<file path="config.mk">
export PLATFORM = sky130hd
export DESIGN_NAME = tour_logic_flat
export DESIGN_NICKNAME = d
export VERILOG_FILES = /design/src/rtl/tour_logic_if.sv /design/src/rtl/tour_logic.sv /design/src/flat_wrapper.sv
export SDC_FILE = /design/constraint.sdc
export NUM_CORES = 1
export LEC_CHECK = 0
export ABC_AREA = 1
export BUFFER_PORTS_ARGS = -buffer_cell sky130_fd_sc_hd__buf_4
export CORE_MARGIN = 2
export CORE_UTILIZATION = 55
export DETAILED_ROUTE_END_ITERATION = 7
export GPL_ROUTABILITY_DRIVEN = 0
export PLACE_DENSITY = 0.7
export SLEW_MARGIN = 20
export SYNTH_ARGS = -nofsm -noshare
export SYNTH_HDL_FRONTEND = slang
export SYNTH_SLANG_ARGS = --single-unit
</file>
<file path="constraint.sdc">
create_clock -name clk -period 28.9 [get_ports clk]
set_input_delay 4.335 -clock clk [delete_from_list [all_inputs] [get_ports clk]]
set_output_delay 4.335 -clock clk [all_outputs]
set_load 0.005 [all_outputs]
</file>
<file path="src/rtl/tour_logic_if.sv">
// Start/readback bundle between tour_logic and its consumer (TourCmd or a testbench).
// The fail signal and its modport entries exist only when TOUR_FAIL_EN is defined.
interface tour_logic_if;
    logic       go;
    logic [2:0] x_start;
    logic [2:0] y_start;
    logic [4:0] indx;
    logic [7:0] move;
    logic       done;
`ifdef TOUR_FAIL_EN
    logic       fail;

    modport master (output go, x_start, y_start, indx, input  move, done, fail);
    modport slave  (input  go, x_start, y_start, indx, output move, done, fail);
`else
    modport master (output go, x_start, y_start, indx, input  move, done);
    modport slave  (input  go, x_start, y_start, indx, output move, done);
`endif
endinterface

</file>
<file path="src/rtl/tour_logic.sv">
// Backtracking knight's-tour solver for a 5x5 board; the 24 one-hot moves are read back via indx.
// Optional feature: define TOUR_FAIL_EN to add a one-cycle fail pulse when the search is exhausted.
module tour_logic #(
    parameter int BOARD_DIM = 5
) (
    input  logic        clk,
    input  logic        rst,
    tour_logic_if.slave bus
);
    localparam int         NUM_MOVES   = BOARD_DIM * BOARD_DIM - 1;
    localparam int         NUM_SQUARES = BOARD_DIM * BOARD_DIM;
    localparam logic [3:0] DIM         = 4'(BOARD_DIM);
    localparam logic [4:0] LAST_IDX    = 5'(NUM_MOVES - 1);

    typedef enum logic [2:0] {
        IDLE,
        INIT,
        POSSIBLE,
        MAKE_MOVE,
        BACKUP,
        DONE
    } state_t;

    state_t                   state;
    logic [NUM_SQUARES-1:0]   visited;
    logic [7:0]               poss_moves [NUM_MOVES];
    logic [7:0]               last_move  [NUM_MOVES];
    logic [4:0]               move_num;
    logic [2:0]               xx;
    logic [2:0]               yy;
    logic                     done_q;
`ifdef TOUR_FAIL_EN
    logic                     fail_q;
`endif

    logic [7:0] targets;
    logic [7:0] cur_last;
    logic [7:0] cand;
    logic [7:0] pick;
    logic [2:0] pick_k;
    logic [4:0] prev_num;
    logic [2:0] back_k;
    logic [2:0] next_x;
    logic [2:0] next_y;
    logic [2:0] back_x;
    logic [2:0] back_y;
    logic       start_ok;

    // Move offsets as 3-bit two's complement, so xx + step wraps back into range mod 8.
    function automatic logic [2:0] step_dx(input logic [2:0] k);
        case (k)
            3'd0:    step_dx = 3'b111;
            3'd1:    step_dx = 3'b001;
            3'd2:    step_dx = 3'b110;
            3'd3:    step_dx = 3'b110;
            3'd4:    step_dx = 3'b111;
            3'd5:    step_dx = 3'b001;
            3'd6:    step_dx = 3'b010;
            default: step_dx = 3'b010;
        endcase
    endfunction

    function automatic logic [2:0] step_dy(input logic [2:0] k);
        case (k)
            3'd0:    step_dy = 3'b010;
            3'd1:    step_dy = 3'b010;
            3'd2:    step_dy = 3'b001;
            3'd3:    step_dy = 3'b111;
            3'd4:    step_dy = 3'b110;
            3'd5:    step_dy = 3'b110;
            3'd6:    step_dy = 3'b111;
            default: step_dy = 3'b001;
        endcase
    endfunction

    function automatic logic [2:0] oh_index(input logic [7:0] oh);
        oh_index = 3'd0;
        for (int k = 0; k < 8; k++) begin
            if (oh[k]) begin
                oh_index = 3'(k);
            end
        end
    endfunction

    function automatic logic [4:0] sq_index(input logic [2:0] x, input logic [2:0] y);
        sq_index = {2'b00, y} * 5'(BOARD_DIM) + {2'b00, x};
    endfunction

    // Sign-extended 4-bit sums turn a step off the low edge into 14/15, so one unsigned compare covers both edges.
    function automatic logic [7:0] legal_targets(input logic [2:0] x, input logic [2:0] y,
                                                 input logic [NUM_SQUARES-1:0] board);
        logic [2:0] dx;
        logic [2:0] dy;
        logic [3:0] tx;
        logic [3:0] ty;
        legal_targets = 8'h00;
        for (int k = 0; k < 8; k++) begin
            dx = step_dx(3'(k));
            dy = step_dy(3'(k));
            tx = {1'b0, x} + {dx[2], dx};
            ty = {1'b0, y} + {dy[2], dy};
            if (tx < DIM && ty < DIM) begin
                legal_targets[k] = ~board[sq_index(tx[2:0], ty[2:0])];
            end
        end
    endfunction

    // Candidate selection: retry strictly above the move last taken at this depth, lowest bit first.
    always_comb begin
        targets  = legal_targets(xx, yy, visited);
        cur_last = last_move[move_num];
        cand     = poss_moves[move_num]
                   & ~((cur_last == 8'h00) ? 8'h00 : (cur_last | (cur_last - 8'd1)));
        pick     = cand & (~cand + 8'd1);
        pick_k   = oh_index(pick);
        next_x   = xx + step_dx(pick_k);
        next_y   = yy + step_dy(pick_k);
        prev_num = (move_num == 5'd0) ? 5'd0 : move_num - 5'd1;
        back_k   = oh_index(last_move[prev_num]);
        back_x   = xx - step_dx(back_k);
        back_y   = yy - step_dy(back_k);
        start_ok = bus.go && (bus.x_start < 3'(BOARD_DIM)) && (bus.y_start < 3'(BOARD_DIM));
    end

    // Search sequencer: one state per cycle, all bookkeeping registered here.
    always_ff @(posedge clk or posedge rst) begin
        if (rst) begin
            state    <= IDLE;
            done_q   <= 1'b0;
            visited  <= '0;
            move_num <= 5'd0;
            xx       <= 3'd0;
            yy       <= 3'd0;
            for (int i = 0; i < NUM_MOVES; i++) begin
                poss_moves[i] <= 8'h00;
                last_move[i]  <= 8'h00;
            end
`ifdef TOUR_FAIL_EN
            fail_q   <= 1'b0;
`endif
        end else begin
`ifdef TOUR_FAIL_EN
            fail_q <= 1'b0;
`endif
            case (state)
                IDLE, DONE: begin
                    if (start_ok) begin
                        state  <= INIT;
                        done_q <= 1'b0;
                        xx     <= bus.x_start;
                        yy     <= bus.y_start;
                    end
                end

                INIT: begin
                    visited  <= {{(NUM_SQUARES-1){1'b0}}, 1'b1} << sq_index(xx, yy);
                    move_num <= 5'd0;
                    for (int i = 0; i < NUM_MOVES; i++) begin
                        last_move[i] <= 8'h00;
                    end
                    state    <= POSSIBLE;
                end

                POSSIBLE: begin
                    poss_moves[move_num] <= targets;
                    last_move[move_num]  <= 8'h00;
                    state                <= MAKE_MOVE;
                end

                MAKE_MOVE: begin
                    if (cand != 8'h00) begin
                        last_move[move_num]               <= pick;
                        xx                                <= next_x;
                        yy                                <= next_y;
                        visited[sq_index(next_x, next_y)] <= 1'b1;
                        if (move_num == LAST_IDX) begin
                            state  <= DONE;
                            done_q <= 1'b1;
                        end else begin
                            move_num <= move_num + 5'd1;
                            state    <= POSSIBLE;
                        end
                    end else begin
                        state <= BACKUP;
                    end
                end

                BACKUP: begin
                    if (move_num == 5'd0) begin
                        state  <= IDLE;
`ifdef TOUR_FAIL_EN
                        fail_q <= 1'b1;
`endif
                    end else begin
                        visited[sq_index(xx, yy)] <= 1'b0;
                        move_num                  <= prev_num;
                        xx                        <= back_x;
                        yy                        <= back_y;
                        state                     <= MAKE_MOVE;
                    end
                end

                default: state <= IDLE;
            endcase
        end
    end

    assign bus.move = (bus.indx < 5'(NUM_MOVES)) ? last_move[bus.indx] : 8'h00;
    assign bus.done = done_q;
`ifdef TOUR_FAIL_EN
    assign bus.fail = fail_q;
`endif

endmodule

</file>
<file path="src/flat_wrapper.sv">
// flat-port wrapper written by rule: the top's interface ports become plain ports
module tour_logic_flat 
#(
    parameter int BOARD_DIM = 5
)
  (clk, rst, bus_go, bus_x_start, bus_y_start, bus_indx, bus_move, bus_done);
  tour_logic_if bus_i ();
  input  logic clk;
  input  logic rst;
  input wire logic [$bits(bus_i.go)-1:0] bus_go;
  input wire logic [$bits(bus_i.x_start)-1:0] bus_x_start;
  input wire logic [$bits(bus_i.y_start)-1:0] bus_y_start;
  input wire logic [$bits(bus_i.indx)-1:0] bus_indx;
  output wire logic [$bits(bus_i.move)-1:0] bus_move;
  output wire logic [$bits(bus_i.done)-1:0] bus_done;
  assign bus_i.go = bus_go;
  assign bus_i.x_start = bus_x_start;
  assign bus_i.y_start = bus_y_start;
  assign bus_i.indx = bus_indx;
  assign bus_move = bus_i.move;
  assign bus_done = bus_i.done;
  tour_logic #(.BOARD_DIM(BOARD_DIM)) u_core (.clk(clk), .rst(rst), .bus(bus_i));
endmodule
</file>
==> flow_summary.json <==
{
  "outcome": "completed",
  "setup_viol_count_final": 0,
  "clk_latency_ns": 0.63,
  "antenna_found_initial": 3,
  "rows": 81,
  "hold_buffers": 0,
  "portBuffers": 22,
  "period_needed_ns": 11.17,
  "synth_cell_types": 57,
  "setup_tns_ns": 0,
  "final_common_cell": "nand2_1",
  "crit_required_ns": 24.57,
  "holdCritPathClass": "register to register",
  "cpPeakStageDelay_ns": 0.75,
  "cts_made_buffers": 48,
  "grt_start_max_net_pins": 162,
  "grt_use_total": 0.379,
  "die_w_um": 226,
  "crit_type": "input port to primary output",
  "synth_nets": 3792,
  "path_delay_family": "buffers and inverters",
  "viasPerCell": 6.54,
  "start_util": 0.555,
  "grt_pass1_vias": 26253,
  "dpl-instance-area_um2": 27200,
  "htree_levels": 2,
  "final_antenna_net_count": 0,
  "crit_cells": 9,
  "hold_depth": 2,
  "layout.nets": 3656,
  "cts-root-buf": "clkbuf_16",
  "slew_viol_final": 0,
  "cp-end-kind": "primary output",
  "r2r-end": "u_core.visited[24]",
  "worstPathMaxFanout": 94,
  "yosysSeqAreaShare": 0.393,
  "coreArea_um2": 48700,
  "drt-total-wl_um": 97000,
  "critPathCapture": "bus_move[6]",
  "worstSetupStartpointType": "input port",
  "fin_util": 0.594,
  "grt_pass1_wl_um": 150000,
  "crit_slowest_cell": "buf_4",
  "critPathLaunch": "bus_indx[0]",
  "worst_slew_pin_slew_ns": 1.15,
  "ctsResizeCount": 0,
  "clkTransAtPathRegs_ns": 0.06,
  "min_period_over_period": 0.387,
  "finalInstanceArea_um2": 28900,
  "max_freq_mhz": 89.5,
  "route.detailed.drc": 0,
  "area_growth_pct": 7.07,
  "numClockSinks": 424,
  "critPathBufInv": 3,
  "worst_ep_arrival_time_ns": 6.84,
  "grt_overflow": 0,
  "post_cts_buffers": 0,
  "max_cap_violations": 0,
  "rsz0062_at_grt": "false",
  "synth.avg_cell_area_um2": 7.29,
  "hold_viol_final": 0,
  "final_layout_size_suffix_gt1_frac": 0.0509,
  "cts_tree": "yes",
  "syn_inst": 3710,
  "r2r_slack_ns": 20.33,
  "yosysWarnings": 0,
  "hpwl_um": 62700,
  "wl_per_cell_um": 22.7,
  "drt-initial-drc-count": 4322,
  "num_vias": 27979,
  "skew_ns": 0.0320,
  "worst_slack_ns": 17.73,
  "num_io_pins": 23,
  "r2r_start": "u_core.move_num[0]",
  "die_area_um2": 50900,
  "reg2regPathDepth": 35,
  "synth_seq_cells": 424,
  "die_height_um": 226,
  "first_pass_iters": 8,
  "crit_chain": "buf_4, buf_4, a21oi_1, o21ai_0, a21oi_1, nor3_1, a311oi_1, a21oi_1, buf_4",
  "relSlewSlack": 0.231,
  "layout_common_cells": "nand2_1, o21ai_0, dfrtp_1",
  "cts.path.max_buffers": 3,
  "dp_slack_ns": 17.83,
  "syn_area_um2": 27000
}
==> cell type report <==
type                       instances  area [um2]
antenna                            2        5.00
clock buffer                      68        1370
clock inverter                    20         318
fill                            4430       19800
inverter                         355        1350
multi-input combinational       2683       14000
sequential                       424       10600
tap                              664         831
timing repair buffer              62         478
==> tightest hold or removal path, cell delays in order, from the launching register on <==
cell and delay [ns]:
dfrtp_1 0.34, nand2_1 0.05, o21ai_0 0.06
==> synth_stat cells, drive strengths merged <==
cell / instances / area, um2
nand3b: 1 / 7.51
o21ai: 563 / 2820
buf: 106 / 624
inv: 350 / 1320
and3: 1 / 6.26
o211ai: 77 / 583
o31ai: 10 / 75.1
a221oi: 20 / 181
nand3: 186 / 931
a21oi: 220 / 1110
clkbuf: 142 / 533
ha: 58 / 726
a221o: 1 / 10.0
a211o: 2 / 17.5
a311oi: 13 / 114
a211oi: 30 / 225
nand2: 808 / 3070
dfrtp: 424 / 10600
nor3: 19 / 106
o32ai: 14 / 123
mux2i: 11 / 110
a21o: 1 / 7.51
xor2: 22 / 193
or2: 4 / 25.0
o221ai: 13 / 114
nor4: 2 / 12.5
o21bai: 7 / 52.6
o21a: 10 / 75.1
fa: 10 / 200
xnor2: 19 / 166
a22oi: 11 / 82.6
a31oi: 4 / 25.0
nor2: 283 / 1070
o311ai: 6 / 52.6
a32o: 4 / 40.0
a2111o: 1 / 11.3
clkinv: 5 / 18.8
nand4: 31 / 194
o22ai: 221 / 1380
==> layer usage <==
metal / GRT usage / share of wire / vias up
met3: 0.0991 / 0.13 / 442
met4: 0.206 / 0.061 / 2
met1: 0.501 / 0.38 / 13172
met5: 0 / 0.00011 / -
li1: - / - / 12442
met2: 0.569 / 0.43 / 1921
==> per-stage QoR <==
| stage | hold WS [ns] | instances |
|---|---|---|
| after floorplan | 0.446 | 3710 |
| after global placement | 0.461 | 4187 |
| after detailed placement | 0.468 | 4187 |
| after CTS | 0.483 | 4275 |
| after global routing | 0.496 | 4278 |
| final | 0.480 | 4278 |
==> kinds of logic (layout without fill, tap and decap cells) <==
logic type,Yosys count,in the layout,share of synthesized area
multiplexers,11,11,0.00407
buffers and inverters,603,505,0.0922
AO/OA/AOI/OAI,1228,1228,0.263
adder cells (fa/ha/maj),68,68,0.0343
AND/OR/NAND/NOR,1335,1335,0.201
other,0,2,0
flip-flops,424,424,0.393
XOR/XNOR,41,41,0.0133
==> flip-flops by register name, indices dropped and copies added (netlist names) <==
signal and flops:
u_core.visited 25, u_core.move_num 5, u_core.poss_moves 192, u_core.last_move 192, u_core.state 3, u_core.xx 3, u_core.yy 3, u_core.bus.done 1
==> worst min path at each step <==
stage	endpoint	slack, ns	start
6_report	u_core.poss_moves[87]	0.48	u_core.poss_moves[87]
5_1_grt	u_core.poss_moves[175]	0.50	u_core.poss_moves[175]
4_1_cts	u_core.poss_moves[115]	0.48	u_core.poss_moves[115]
3_5_place_dp	u_core.poss_moves[115]	0.47	u_core.poss_moves[115]
3_3_place_gp	u_core.poss_moves[78]	0.46	u_core.poss_moves[78]
2_1_floorplan	u_core.poss_moves[142]	0.45	u_core.poss_moves[142]
Power is left out: the tool's default activity adds up to more than one toggle a clock period on the data nets, which glitch-free logic cannot reach.
